===== src/rtl/dcache_fill_ctrl_pkg.sv =====
// cache_pkg: bus command, miss-entry types and address-field helpers
// shared by the fill controller and cachemem.
package cache_pkg;

    localparam int ADDR_BITS    = 32;
    localparam int NUM_LINES    = 64;
    localparam int OFF_BITS     = 3;
    localparam int IDX_BITS     = $clog2(NUM_LINES);
    localparam int TAG_BITS     = ADDR_BITS - IDX_BITS - OFF_BITS;
    localparam int BLK_BITS     = ADDR_BITS - OFF_BITS;
    localparam int DATA_BITS    = 64;
    localparam int NUM_MSHR     = 4;
    localparam int MSHR_BITS    = $clog2(NUM_MSHR);
    localparam int MEM_TAG_BITS = 4;

    typedef enum logic [1:0] {
        BUS_NONE = 2'd0,
        BUS_LOAD = 2'd1
    } BUS_COMMAND;

    typedef enum logic [1:0] {
        FREE = 2'd0,
        PEND = 2'd1,
        WAIT = 2'd2
    } mshr_state_e;

    typedef struct packed {
        mshr_state_e             state;
        logic [BLK_BITS-1:0]     blk_addr;
        logic [MEM_TAG_BITS-1:0] mem_tag;
        logic                    prefetch;
    } mshr_entry_t;

    localparam mshr_entry_t MSHR_RESET = '{
        state:    FREE,
        blk_addr: '0,
        mem_tag:  '0,
        prefetch: 1'b0
    };

    function automatic logic [IDX_BITS-1:0] blk_idx(
        input logic [BLK_BITS-1:0] blk
    );
        return IDX_BITS'(blk);
    endfunction

    function automatic logic [TAG_BITS-1:0] blk_tag(
        input logic [BLK_BITS-1:0] blk
    );
        return TAG_BITS'(blk >> IDX_BITS);
    endfunction

    function automatic logic [ADDR_BITS-1:0] blk_to_addr(
        input logic [BLK_BITS-1:0] blk
    );
        return {blk, {OFF_BITS{1'b0}}};
    endfunction

endpackage


===== src/rtl/dcache_fill_ctrl_if.sv =====
// dcache_fill_ctrl_if: miss request, memory bus, cachemem write port
// and fill notify bundled for the fill controller.
interface dcache_fill_ctrl_if;
    import cache_pkg::*;

    logic                    miss_valid;
    logic [ADDR_BITS-1:0]    miss_addr;
    logic                    miss_ready;

    BUS_COMMAND              proc2mem_command;
    logic [ADDR_BITS-1:0]    proc2mem_addr;
    logic [MEM_TAG_BITS-1:0] mem2proc_response;
    logic [DATA_BITS-1:0]    mem2proc_data;
    logic [MEM_TAG_BITS-1:0] mem2proc_tag;

    logic                    wr_en;
    logic [IDX_BITS-1:0]     wr_idx;
    logic [TAG_BITS-1:0]     wr_tag;
    logic [DATA_BITS-1:0]    wr_data;

    logic                    fill_valid;
    logic [ADDR_BITS-1:0]    fill_addr;
    logic                    busy;

    modport master (
        input  miss_valid, miss_addr,
        input  mem2proc_response, mem2proc_data, mem2proc_tag,
        output miss_ready,
        output proc2mem_command, proc2mem_addr,
        output wr_en, wr_idx, wr_tag, wr_data,
        output fill_valid, fill_addr, busy
    );

    modport slave (
        output miss_valid, miss_addr,
        output mem2proc_response, mem2proc_data, mem2proc_tag,
        input  miss_ready,
        input  proc2mem_command, proc2mem_addr,
        input  wr_en, wr_idx, wr_tag, wr_data,
        input  fill_valid, fill_addr, busy
    );

endinterface


===== src/rtl/dcache_fill_ctrl_fifo.sv =====
// mshr_issue_fifo: circular FIFO of miss-entry indices in allocation
// order; a demand and its prefetch may be pushed together.
module mshr_issue_fifo
    import cache_pkg::*;
(
    input  logic                 clock,
    input  logic                 reset,
    input  logic                 i_push_a,
    input  logic [MSHR_BITS-1:0] i_idx_a,
    input  logic                 i_push_b,
    input  logic [MSHR_BITS-1:0] i_idx_b,
    input  logic                 i_pop,
    output logic [MSHR_BITS-1:0] o_head,
    output logic                 o_empty
);

    logic [MSHR_BITS-1:0] r_slot [NUM_MSHR];
    logic [MSHR_BITS-1:0] r_rd_ptr;
    logic [MSHR_BITS-1:0] r_wr_ptr;
    logic [MSHR_BITS:0]   r_count;
    logic [MSHR_BITS-1:0] w_wr_ptr_b;

    // second push lands behind the first when both fire
    assign w_wr_ptr_b = r_wr_ptr + MSHR_BITS'(i_push_a);

    always_ff @(posedge clock or posedge reset) begin
        if (reset) begin
            r_rd_ptr <= '0;
            r_wr_ptr <= '0;
            r_count  <= '0;
        end else begin
            r_rd_ptr <= r_rd_ptr + MSHR_BITS'(i_pop);
            r_wr_ptr <= w_wr_ptr_b + MSHR_BITS'(i_push_b);
            r_count  <= r_count
                      + (MSHR_BITS+1)'(i_push_a)
                      + (MSHR_BITS+1)'(i_push_b)
                      - (MSHR_BITS+1)'(i_pop);
        end
    end

    always_ff @(posedge clock) begin
        if (i_push_a) r_slot[r_wr_ptr]   <= i_idx_a;
        if (i_push_b) r_slot[w_wr_ptr_b] <= i_idx_b;
    end

    assign o_head  = r_slot[r_rd_ptr];
    assign o_empty = (r_count == '0);

endmodule


===== src/rtl/dcache_fill_ctrl.sv =====
// dcache_fill_ctrl: miss-fill writer for the direct-mapped cachemem.
// Define DCACHE_FILL_PREFETCH_EN to also fetch the next block on demand misses.
module dcache_fill_ctrl
    import cache_pkg::*;
(
    input  logic               clock,
    input  logic               reset,
    dcache_fill_ctrl_if.master bus
);

    mshr_entry_t r_mshr     [NUM_MSHR];
    mshr_entry_t w_mshr_nxt [NUM_MSHR];

    logic [BLK_BITS-1:0]  w_miss_blk;
    logic                 w_merge;
    logic [MSHR_BITS-1:0] w_merge_idx;
    logic                 w_free_any;
    logic [MSHR_BITS-1:0] w_free_idx;
    logic                 w_busy;
    logic                 w_ret_hit;
    logic [MSHR_BITS-1:0] w_ret_idx;
    logic                 w_ret_demand;
    logic                 w_alloc;
    logic                 w_pf_alloc;
    logic [MSHR_BITS-1:0] w_pf_idx;
    logic                 w_fifo_empty;
    logic [MSHR_BITS-1:0] w_head;
    logic                 w_issue;
    logic                 w_issue_ack;

    logic                 r_wr_en;
    logic [IDX_BITS-1:0]  r_wr_idx;
    logic [TAG_BITS-1:0]  r_wr_tag;
    logic [DATA_BITS-1:0] r_wr_data;
    logic                 r_fill_valid;
    logic [ADDR_BITS-1:0] r_fill_addr;

    assign w_miss_blk = BLK_BITS'(bus.miss_addr >> OFF_BITS);

    // descending scan so the lowest matching index wins
    always_comb begin
        w_merge     = 1'b0;
        w_merge_idx = '0;
        w_free_any  = 1'b0;
        w_free_idx  = '0;
        w_busy      = 1'b0;
        w_ret_hit   = 1'b0;
        w_ret_idx   = '0;
        for (int i = NUM_MSHR-1; i >= 0; i--) begin
            if (r_mshr[i].state != FREE) begin
                w_busy = 1'b1;
                if (r_mshr[i].blk_addr == w_miss_blk) begin
                    w_merge     = 1'b1;
                    w_merge_idx = MSHR_BITS'(i);
                end
            end else begin
                w_free_any = 1'b1;
                w_free_idx = MSHR_BITS'(i);
            end
            if (r_mshr[i].state == WAIT &&
                bus.mem2proc_tag != '0 &&
                r_mshr[i].mem_tag == bus.mem2proc_tag) begin
                w_ret_hit = 1'b1;
                w_ret_idx = MSHR_BITS'(i);
            end
        end
    end

    assign w_alloc = bus.miss_valid & ~w_merge & w_free_any;

`ifdef DCACHE_FILL_PREFETCH_EN
    logic [BLK_BITS-1:0] w_pf_blk;
    logic                w_pf_present;
    logic                w_pf_free;

    assign w_pf_blk = w_miss_blk + 1'b1;

    always_comb begin
        w_pf_present = 1'b0;
        w_pf_free    = 1'b0;
        w_pf_idx     = '0;
        for (int i = NUM_MSHR-1; i >= 0; i--) begin
            if (r_mshr[i].state != FREE) begin
                if (r_mshr[i].blk_addr == w_pf_blk) w_pf_present = 1'b1;
            end else if (MSHR_BITS'(i) != w_free_idx) begin
                w_pf_free = 1'b1;
                w_pf_idx  = MSHR_BITS'(i);
            end
        end
    end

    assign w_pf_alloc = w_alloc & ~w_pf_present & w_pf_free;

    // a demand merging into a prefetch that returns now still gets notified
    assign w_ret_demand = ~r_mshr[w_ret_idx].prefetch
                        | (bus.miss_valid & w_merge
                           & (w_merge_idx == w_ret_idx));
`else
    assign w_pf_alloc   = 1'b0;
    assign w_pf_idx     = '0;
    assign w_ret_demand = ~r_mshr[w_ret_idx].prefetch;
`endif

    mshr_issue_fifo u_issue_fifo (
        .clock    (clock),
        .reset    (reset),
        .i_push_a (w_alloc),
        .i_idx_a  (w_free_idx),
        .i_push_b (w_pf_alloc),
        .i_idx_b  (w_pf_idx),
        .i_pop    (w_issue_ack),
        .o_head   (w_head),
        .o_empty  (w_fifo_empty)
    );

    assign w_issue     = ~w_fifo_empty;
    assign w_issue_ack = w_issue & (bus.mem2proc_response != '0);

    always_comb begin
        w_mshr_nxt = r_mshr;
        if (w_issue_ack) begin
            w_mshr_nxt[w_head].state   = WAIT;
            w_mshr_nxt[w_head].mem_tag = bus.mem2proc_response;
        end
        if (w_ret_hit) begin
            w_mshr_nxt[w_ret_idx].state = FREE;
        end
        if (w_alloc) begin
            w_mshr_nxt[w_free_idx].state    = PEND;
            w_mshr_nxt[w_free_idx].blk_addr = w_miss_blk;
            w_mshr_nxt[w_free_idx].mem_tag  = '0;
            w_mshr_nxt[w_free_idx].prefetch = 1'b0;
        end
`ifdef DCACHE_FILL_PREFETCH_EN
        if (w_pf_alloc) begin
            w_mshr_nxt[w_pf_idx].state    = PEND;
            w_mshr_nxt[w_pf_idx].blk_addr = w_pf_blk;
            w_mshr_nxt[w_pf_idx].mem_tag  = '0;
            w_mshr_nxt[w_pf_idx].prefetch = 1'b1;
        end
        if (bus.miss_valid && w_merge) begin
            w_mshr_nxt[w_merge_idx].prefetch = 1'b0;
        end
`endif
    end

    always_ff @(posedge clock or posedge reset) begin
        if (reset) begin
            for (int i = 0; i < NUM_MSHR; i++) begin
                r_mshr[i] <= MSHR_RESET;
            end
        end else begin
            for (int i = 0; i < NUM_MSHR; i++) begin
                r_mshr[i] <= w_mshr_nxt[i];
            end
        end
    end

    always_ff @(posedge clock or posedge reset) begin
        if (reset) begin
            r_wr_en      <= 1'b0;
            r_wr_idx     <= '0;
            r_wr_tag     <= '0;
            r_wr_data    <= '0;
            r_fill_valid <= 1'b0;
            r_fill_addr  <= '0;
        end else begin
            r_wr_en      <= w_ret_hit;
            r_fill_valid <= w_ret_hit & w_ret_demand;
            if (w_ret_hit) begin
                r_wr_idx    <= blk_idx(r_mshr[w_ret_idx].blk_addr);
                r_wr_tag    <= blk_tag(r_mshr[w_ret_idx].blk_addr);
                r_wr_data   <= bus.mem2proc_data;
                r_fill_addr <= blk_to_addr(r_mshr[w_ret_idx].blk_addr);
            end
        end
    end

    assign bus.miss_ready       = w_merge | w_free_any;
    assign bus.proc2mem_command = w_issue ? BUS_LOAD : BUS_NONE;
    assign bus.proc2mem_addr    = w_issue
                                ? blk_to_addr(r_mshr[w_head].blk_addr)
                                : '0;
    assign bus.wr_en            = r_wr_en;
    assign bus.wr_idx           = r_wr_idx;
    assign bus.wr_tag           = r_wr_tag;
    assign bus.wr_data          = r_wr_data;
    assign bus.fill_valid       = r_fill_valid;
    assign bus.fill_addr        = r_fill_addr;
    assign bus.busy             = w_busy;

endmodule

===== src/flat_wrapper.sv =====
// flat-port wrapper written by rule: the top's interface ports become plain ports
module dcache_fill_ctrl_flat import cache_pkg::*;
  (clock, reset, bus_miss_valid, bus_miss_addr, bus_mem2proc_response, bus_mem2proc_data, bus_mem2proc_tag, bus_miss_ready, bus_proc2mem_command, bus_proc2mem_addr, bus_wr_en, bus_wr_idx, bus_wr_tag, bus_wr_data, bus_fill_valid, bus_fill_addr, bus_busy);
  dcache_fill_ctrl_if bus_i ();
  input  logic clock;
  input  logic reset;
  input wire logic [$bits(bus_i.miss_valid)-1:0] bus_miss_valid;
  input wire logic [$bits(bus_i.miss_addr)-1:0] bus_miss_addr;
  input wire logic [$bits(bus_i.mem2proc_response)-1:0] bus_mem2proc_response;
  input wire logic [$bits(bus_i.mem2proc_data)-1:0] bus_mem2proc_data;
  input wire logic [$bits(bus_i.mem2proc_tag)-1:0] bus_mem2proc_tag;
  output wire logic [$bits(bus_i.miss_ready)-1:0] bus_miss_ready;
  output wire logic [$bits(bus_i.proc2mem_command)-1:0] bus_proc2mem_command;
  output wire logic [$bits(bus_i.proc2mem_addr)-1:0] bus_proc2mem_addr;
  output wire logic [$bits(bus_i.wr_en)-1:0] bus_wr_en;
  output wire logic [$bits(bus_i.wr_idx)-1:0] bus_wr_idx;
  output wire logic [$bits(bus_i.wr_tag)-1:0] bus_wr_tag;
  output wire logic [$bits(bus_i.wr_data)-1:0] bus_wr_data;
  output wire logic [$bits(bus_i.fill_valid)-1:0] bus_fill_valid;
  output wire logic [$bits(bus_i.fill_addr)-1:0] bus_fill_addr;
  output wire logic [$bits(bus_i.busy)-1:0] bus_busy;
  assign bus_i.miss_valid = bus_miss_valid;
  assign bus_i.miss_addr = bus_miss_addr;
  assign bus_i.mem2proc_response = bus_mem2proc_response;
  assign bus_i.mem2proc_data = bus_mem2proc_data;
  assign bus_i.mem2proc_tag = bus_mem2proc_tag;
  assign bus_miss_ready = bus_i.miss_ready;
  assign bus_proc2mem_command = bus_i.proc2mem_command;
  assign bus_proc2mem_addr = bus_i.proc2mem_addr;
  assign bus_wr_en = bus_i.wr_en;
  assign bus_wr_idx = bus_i.wr_idx;
  assign bus_wr_tag = bus_i.wr_tag;
  assign bus_wr_data = bus_i.wr_data;
  assign bus_fill_valid = bus_i.fill_valid;
  assign bus_fill_addr = bus_i.fill_addr;
  assign bus_busy = bus_i.busy;
  dcache_fill_ctrl u_core (.clock(clock), .reset(reset), .bus(bus_i));
endmodule

===== config.mk =====
export PLATFORM = sky130hd
export DESIGN_NAME = dcache_fill_ctrl_flat
export DESIGN_NICKNAME = d
export VERILOG_FILES = /design/src/rtl/dcache_fill_ctrl_pkg.sv /design/src/rtl/dcache_fill_ctrl_if.sv /design/src/rtl/dcache_fill_ctrl_fifo.sv /design/src/rtl/dcache_fill_ctrl.sv /design/src/flat_wrapper.sv
export SDC_FILE = /design/constraint.sdc
export NUM_CORES = 1
export LEC_CHECK = 0
export BUFFER_PORTS_ARGS = -buffer_cell sky130_fd_sc_hd__clkbuf_2
export CORE_AREA = 5 5 217 219
export DETAILED_ROUTE_END_ITERATION = 10
export DIE_AREA = 0 0 222 224
export SLEW_MARGIN = 20
export SYNTH_ARGS = -nofsm -noshare
export SYNTH_HDL_FRONTEND = slang
export SYNTH_SLANG_ARGS = --single-unit
export TNS_END_PERCENT = 100

===== constraint.sdc =====
create_clock -name clock -period 13.1 [get_ports clock]
set_input_delay 2.62 -clock clock [delete_from_list [all_inputs] [get_ports clock]]
set_output_delay 2.62 -clock clock [all_outputs]
set_load 0.02 [all_outputs]

---- Yosys cells after proc, flatten, opt, wreduce, memory -nomap -nowiden ----
Memory sizes are Yosys's and may differ from the RTL's.
Cells that the tools add are included.
cells by class
  add/subtract/negate cells ............... 4
  $mul .................................... 0
  div/mod/pow operators ................... 0
  magnitude comparators ................... 6
  equality and inequality tests ........... 12
  shifts and indexed selects .............. 0
  multiplexer cells ....................... 62
  bitwise gates (word level) .............. 11
  reduce and logical (&&, ||, !) cells .... 18
operators with widths
  cell                number
  $bwmux 144          7
  $demux 36 s2        7
  $mux 144            3
  $mux 34             5
  $bmux 36 s2         2
  $eq 29x29->1        4
  $mux 36             3
  $mux 32             1
  $mux 1              24
  $eq 4x4->1          4
  $mux 2              8
  $logic_and 1x1->1   11
  $mux 5              2
  $ge 3x3->1 const B  3
  $lt 3x1->1 const B  3
  $not 2->3           3
  $eq 2x2->1 const B  4
  $reduce_bool 2->1   4
  $reduce_bool 4->1   2
  $add 2x1->2         2
  $and 1x1->1         4
  $add 3x1->3         1
  $logic_not 3->1     1
  $not 1->1           3
  2 further kinds     2
storage, ports and cells
  register bits after elaboration ......... 275
  latch bits .............................. 0
  memory bits (writable) .................. 8
  memory bits (read-only) ................. 0
  input bits .............................. 107
  memories kept ........................... 1
memories
  name                        depth  width  read ports  clocked after memory_dff  write ports  RTL line                     text
  u_core.u_issue_fifo.r_slot  4      2      1           0                         1            dcache_fill_ctrl_fifo.sv:17  logic [MSHR_BITS-1:0] r_slot [NUM_MSHR];

---- Depth between registers and ports, before layout ----
  word-level depth ........................ 19
  gate-level depth with buffers ........... 12
  depth with buffers taken out ............ 11

---- Hierarchy ----
Synthesis repeated with hierarchy kept, for this count alone.
second synthesis, totals
  cells, all modules ...................... 1030
  area, all modules ....................... 13208.9 µm²
by module, submodules not included
  module            instances  cells an instance  area each (µm²)  sequential area each (µm²)
  dcache_fill_ctrl  1          975                12394.4          5880.6
  mshr_issue_fifo   1          55                 814.5            415.4

---- Worst setup path after synthesis ----
OpenSTA, ideal clock, no wires.
  kind .................................... input -> output
  start point ............................. input bus_miss_addr[19]
  end point ............................... output bus_miss_ready
  arrival time ............................ 3.834 ns
  slack ................................... 6.646 ns
  stages .................................. 7
  cells stage by stage .................... buf_4 xor2_1 nor4_1 nand4_1 o22ai_2 a41oi_2 nand2_1
between the ends
  cells in the longest elaborated chain, start to end .. 10
  elaborated cells between the ends (all ways) .. 13
  classes of those cells .................. eq/ne: 4; mux: 8; bitwise: 1
RTL lines
  what          RTL line                 text
  from (decl)   flat_wrapper.sv:8        input wire logic [$bits(bus_i.miss_addr)-1:0] bus_miss_addr;
  $eq 29x29->1  dcache_fill_ctrl.sv:52   if (r_mshr[i].blk_addr == w_miss_blk) begin
  $mux 1        dcache_fill_ctrl.sv:52
  $mux 1        dcache_fill_ctrl.sv:50   if (r_mshr[i].state != FREE) begin
  $mux 1        dcache_fill_ctrl.sv:52
  $mux 1        dcache_fill_ctrl.sv:50
  $mux 1        dcache_fill_ctrl.sv:52
  $mux 1        dcache_fill_ctrl.sv:50
  $mux 1        dcache_fill_ctrl.sv:52
  $mux 1 *      dcache_fill_ctrl.sv:50
  $or 1x1->1 *  dcache_fill_ctrl.sv:179  assign bus.miss_ready = w_merge | w_free_any;
  to (decl)     flat_wrapper.sv:12       output wire logic [$bits(bus_i.miss_ready)-1:0] bus_miss_ready;
Every way passes the cells marked *; elsewhere a longest branch is shown, timed or not.

---- Worst setup path in the final report ----
  start point ............................. input bus_miss_addr[29]
  end point ............................... output bus_miss_ready
The elaborated chain is that of the path after synthesis.

==> metrics.md <==
| Metric | Value |
|---|---|
| Drt wl/cell | `21.1 um` |
| Max-slew violations | `0` |
| CP arrival | `4550 ps` |
| Post-synth top flop | `dfrtp_1` |
| Fraction of registers with async set/reset | `0.968` |
| Layout area overhead | `18.4%` |
| Final setup fails | `0` |
| WL final | `39,600 um` |
| Clock skew | `49.7 ps` |
| Combinational power share | `0.490` |
| Pleak | `6.95 nW` |
| Num CTS Buffers | `30` |
| DRT Pass-1 Iters | `4` |
| Die area | `49,700 sq um` |
| # resized after CTS | `0` |
| Internal power | `0.00274 W` |
| Post-synthesis xor/xnor area fraction | `0.0871` |
| DR vias | `9,152` |
| Worst slew margin | `0.270` |
| CTS Hold Bufs | `0` |
| Critical Path Source | `bus_miss_addr[29]` |
| CTS sink count | `250` |
| Crit-path cells | `clkbuf_2 -> xor2_1 -> nor4_1 -> nand4_1 -> o22ai_2 -> a41oi_2 -> nand2_1 -> clkbuf_2` |
| TNS Setup | `0 ps` |
| Max FO, Critical Path | `8` |
| Largest net degree at the start of global routing | `112` |
| GR peak layer | `met2` |
| Avg Inst Size Synth | `12.5 sq um` |
| Number of port buffers | `259` |
| Crit-path most repeated cell | `clkbuf_2` |
| Outcome | `finished clean` |
| Worst-Margin Slew | `1090 ps` |
| Clock tree buffer depth | `3` |
| Initial cell density of the core | `0.296` |
| Setup CP Type | `input pin to output port` |
| H-tree Lvls | `1` |
| Critical path launch point type | `input pin` |
| Met2 GRT Util | `0.256` |
| Ports | `270` |
| Max-cap violations | `0` |
| Synth Area in Simple Gates | `0.0901` |
| Vias in the first global route | `9,406` |
| Final core utilization | `0.350` |
| Fin nets | `1,366` |
| RSZ-0062 raised after global routing | `false` |
| Worst VDD drop | `0.000132 V` |
| Top-area cell type share of the netlist area | `0.456` |
| GRT overflow | `0` |
| CP peak stage delay | `590 ps` |
| DR iter-0 viols | `569` |
| Root buf cell | `clkbuf_16` |
| Part of the power in registers | `0.326` |
| Compound-gate portion of the synthesized area | `0.0518` |
| Synthesized cell area | `13,300 sq um` |
| DRC | `0` |
| Met1 Resource Use GR | `0.211` |
| Site row count | `78` |
| Pwr per Cell Area | `302 nW/um^2` |
| CP endpoint kind | `output port` |
| Switching Fraction | `0.424` |
| Die width | `222 um` |
| YS warnings | `0` |
| Post-CTS setup buffers | `0` |
| Post-synth EDFFs | `8` |
| CORE AREA | `44,900 sq um` |
| RePlAce Congestion | `0.861` |
| Commonest non-fill, non-tap cells in the layout | `259 x clkbuf_2, 242 x dfrtp_1, 160 x mux2_2, 103 x xor2_1, 67 x nand2_1` |
| Mux contribution to synthesized area | `0.226` |
| First-pass GRT wire length | `60,000 um` |
| Synthesized instance count | `1,063` |
| Skew-Pair Late Insertion Delay | `600 ps` |
| Top cells by area, synth | `dfrtp_1 46%, mux2_2 14%, xor2_1 6.8%` |
| Most common cell after layout, fill and taps aside | `clkbuf_2` |
| Post-synthesis adder-cell area fraction | `0.00528` |
| Distinct cells, synth | `57` |
| Yosys reg bits | `250` |
| Worst EP required | `10,480 ps` |
| Switching power | `0.00201 W` |
| Gr usage total | `0.153` |
| Dominant cell type by area after synthesis | `dfrtp_1` |
| Hold crit path type | `flip-flop to flip-flop` |
| Minimum clock period | `7170 ps` |
| Fraction of layout cells with a size suffix above 1 | `0.431` |
| Sequential share of the synthesized area | `0.474` |
| Hold_sp | `u_core.r_mshr[34]$_DFF_PP0_` |
| CTS tree | `built` |
| Filler Cells Inserted | `4,454` |
| Main combinational cell family by area after synthesis | `multiplexers` |
| Crit Reg-Reg Startpoint | `u_core.r_mshr[38]$_DFF_PP0_` |
| Clk pwr share | `0.184` |
| Clk slew on worst S/H paths | `60 ps` |
| Final hold viol count | `0` |
| Routed Antenna Nets | `0` |
| Avg Vias per Cell | `4.87` |
| Initial antenna violation count | `4` |
| Period utilization | `0.547` |
| Worst path slowest cell | `nor4_1` |
| Max Fclk | `140 MHz` |
| Routing usage on met3 | `0.0267` |
| Die height | `224 um` |
| Dpl hpwl | `27,400 um` |
## stage by stage
step | instances | hold slack (ps) | setup WS, ps | power (W) | cell area (sq um)
after floorplan | 1069 | 470 | 3840 | 0.00319 | 13300
after global placement | 1822 | 487 | 5930 | 0.00386 | 14700
after detailed placement | 1822 | 488 | 5920 | 0.00391 | 14700
after CTS | 1878 | 505 | 5920 | 0.00481 | 15700
after global routing | 1879 | 517 | 5870 | 0.00503 | 15700
final | 1881 | 503 | 5930 | 0.00475 | 15700
## worst max-delay path, delay by kind of cell
family / cells / cell delay [ps]
AO/OA/AOI/OAI: 2 / 420
XOR/XNOR: 1 / 190
AND/OR/NAND/NOR: 3 / 920
buffers and inverters: 2 / 390
## per-layer routing
layer,up-vias,part of all wire
li1,4132,-
met1,4675,0.44
met2,271,0.49
met3,70,0.051
met4,4,0.021
met5,-,0.00068
## registers in the layout (all words and copies together), names as in the netlist
name and cells:
u_core.u_issue_fifo.r_wr_ptr 2, u_core.bus.fill_valid 1, u_core.bus.fill_addr 1, u_core.r_mshr 140, u_core.u_issue_fifo.r_rd_ptr 2, u_core.bus.wr_en 1
u_core.bus.wr_idx 5, u_core.u_issue_fifo.r_count 3, u_core.bus.wr_data 64, u_core.bus.wr_tag 23, u_core.u_issue_fifo.r_slot 8
## Yosys cell counts (2+ instances only)
master,number
a31oi_1,23
a2111oi_0,5
and2_1,37
nor2_1,55
ha_1,4
clkbuf_1,15
nand3_1,4
buf_12,2
mux2_2,160
o221ai_1,23
o22ai_1,2
nor4_1,24
nor3_1,14
o21ai_0,3
a21boi_0,4
o32ai_1,6
nand2_1,67
nand4_1,12
buf_6,12
buf_4,55
xnor2_1,29
buf_1,3
edfxtp_1,8
dfrtp_1,242
o2111ai_1,3
mux2i_1,14
a21o_1,2
xor2_1,103
o22a_1,5
mux2_4,24
inv_1,12
buf_2,32
nor3b_1,5
mux4_2,31
## area by class of cell
| class | instances | area, sq um | share of cell area |
|---|---|---|---|
| Antenna cell | 3 | 7.51 | 0.000478 |
| Clock buffer | 44 | 893 | 0.0568 |
| Clock inverter | 12 | 159 | 0.0101 |
| Inverter | 12 | 52.6 | 0.00334 |
| Multi-Input combinational cell | 688 | 6160 | 0.392 |
| Sequential cell | 250 | 6300 | 0.401 |
| Tap cell | 600 | 751 | 0.0478 |
| Timing Repair Buffer | 272 | 1390 | 0.0887 |
## logic make-up after synthesis
logic type,count (synthesis)
fa+ha+maj,5
other cells,1
simple gates,231
flops,250
buf+inv,131
compound gates,84
mux,229
xor+xnor,132
## power groups by stage
stage / sequential (W) / combinational, W / clock [W]
final: 0.00155 / 0.00233 / 0.000875
after global routing: 0.00160 / 0.00250 / 0.000925
after CTS: 0.00154 / 0.00236 / 0.000900
after detailed placement: 0.00155 / 0.00235 / 0
after global placement: 0.00153 / 0.00233 / 0
after floorplan: 0.00164 / 0.00155 / 0
## path summary, 6_finish.rpt
kind	end	slack (ps)	depth (start not counted)
max	bus_miss_ready	5930	8
min	u_core.r_mshr[34]$_DFF_PP0_	500	2
max reg2reg	u_core.bus.wr_data[32]$_DFFE_PP0N_	9350	8
min reg2reg	u_core.r_mshr[34]$_DFF_PP0_	500	2
max in group asynchronous	u_core.r_mshr[107]$_DFF_PP0_	8630	4
min in group asynchronous	u_core.bus.wr_data[57]$_DFFE_PP0N_	2170	2
Note: power is estimated with default switching activity, not from simulation.
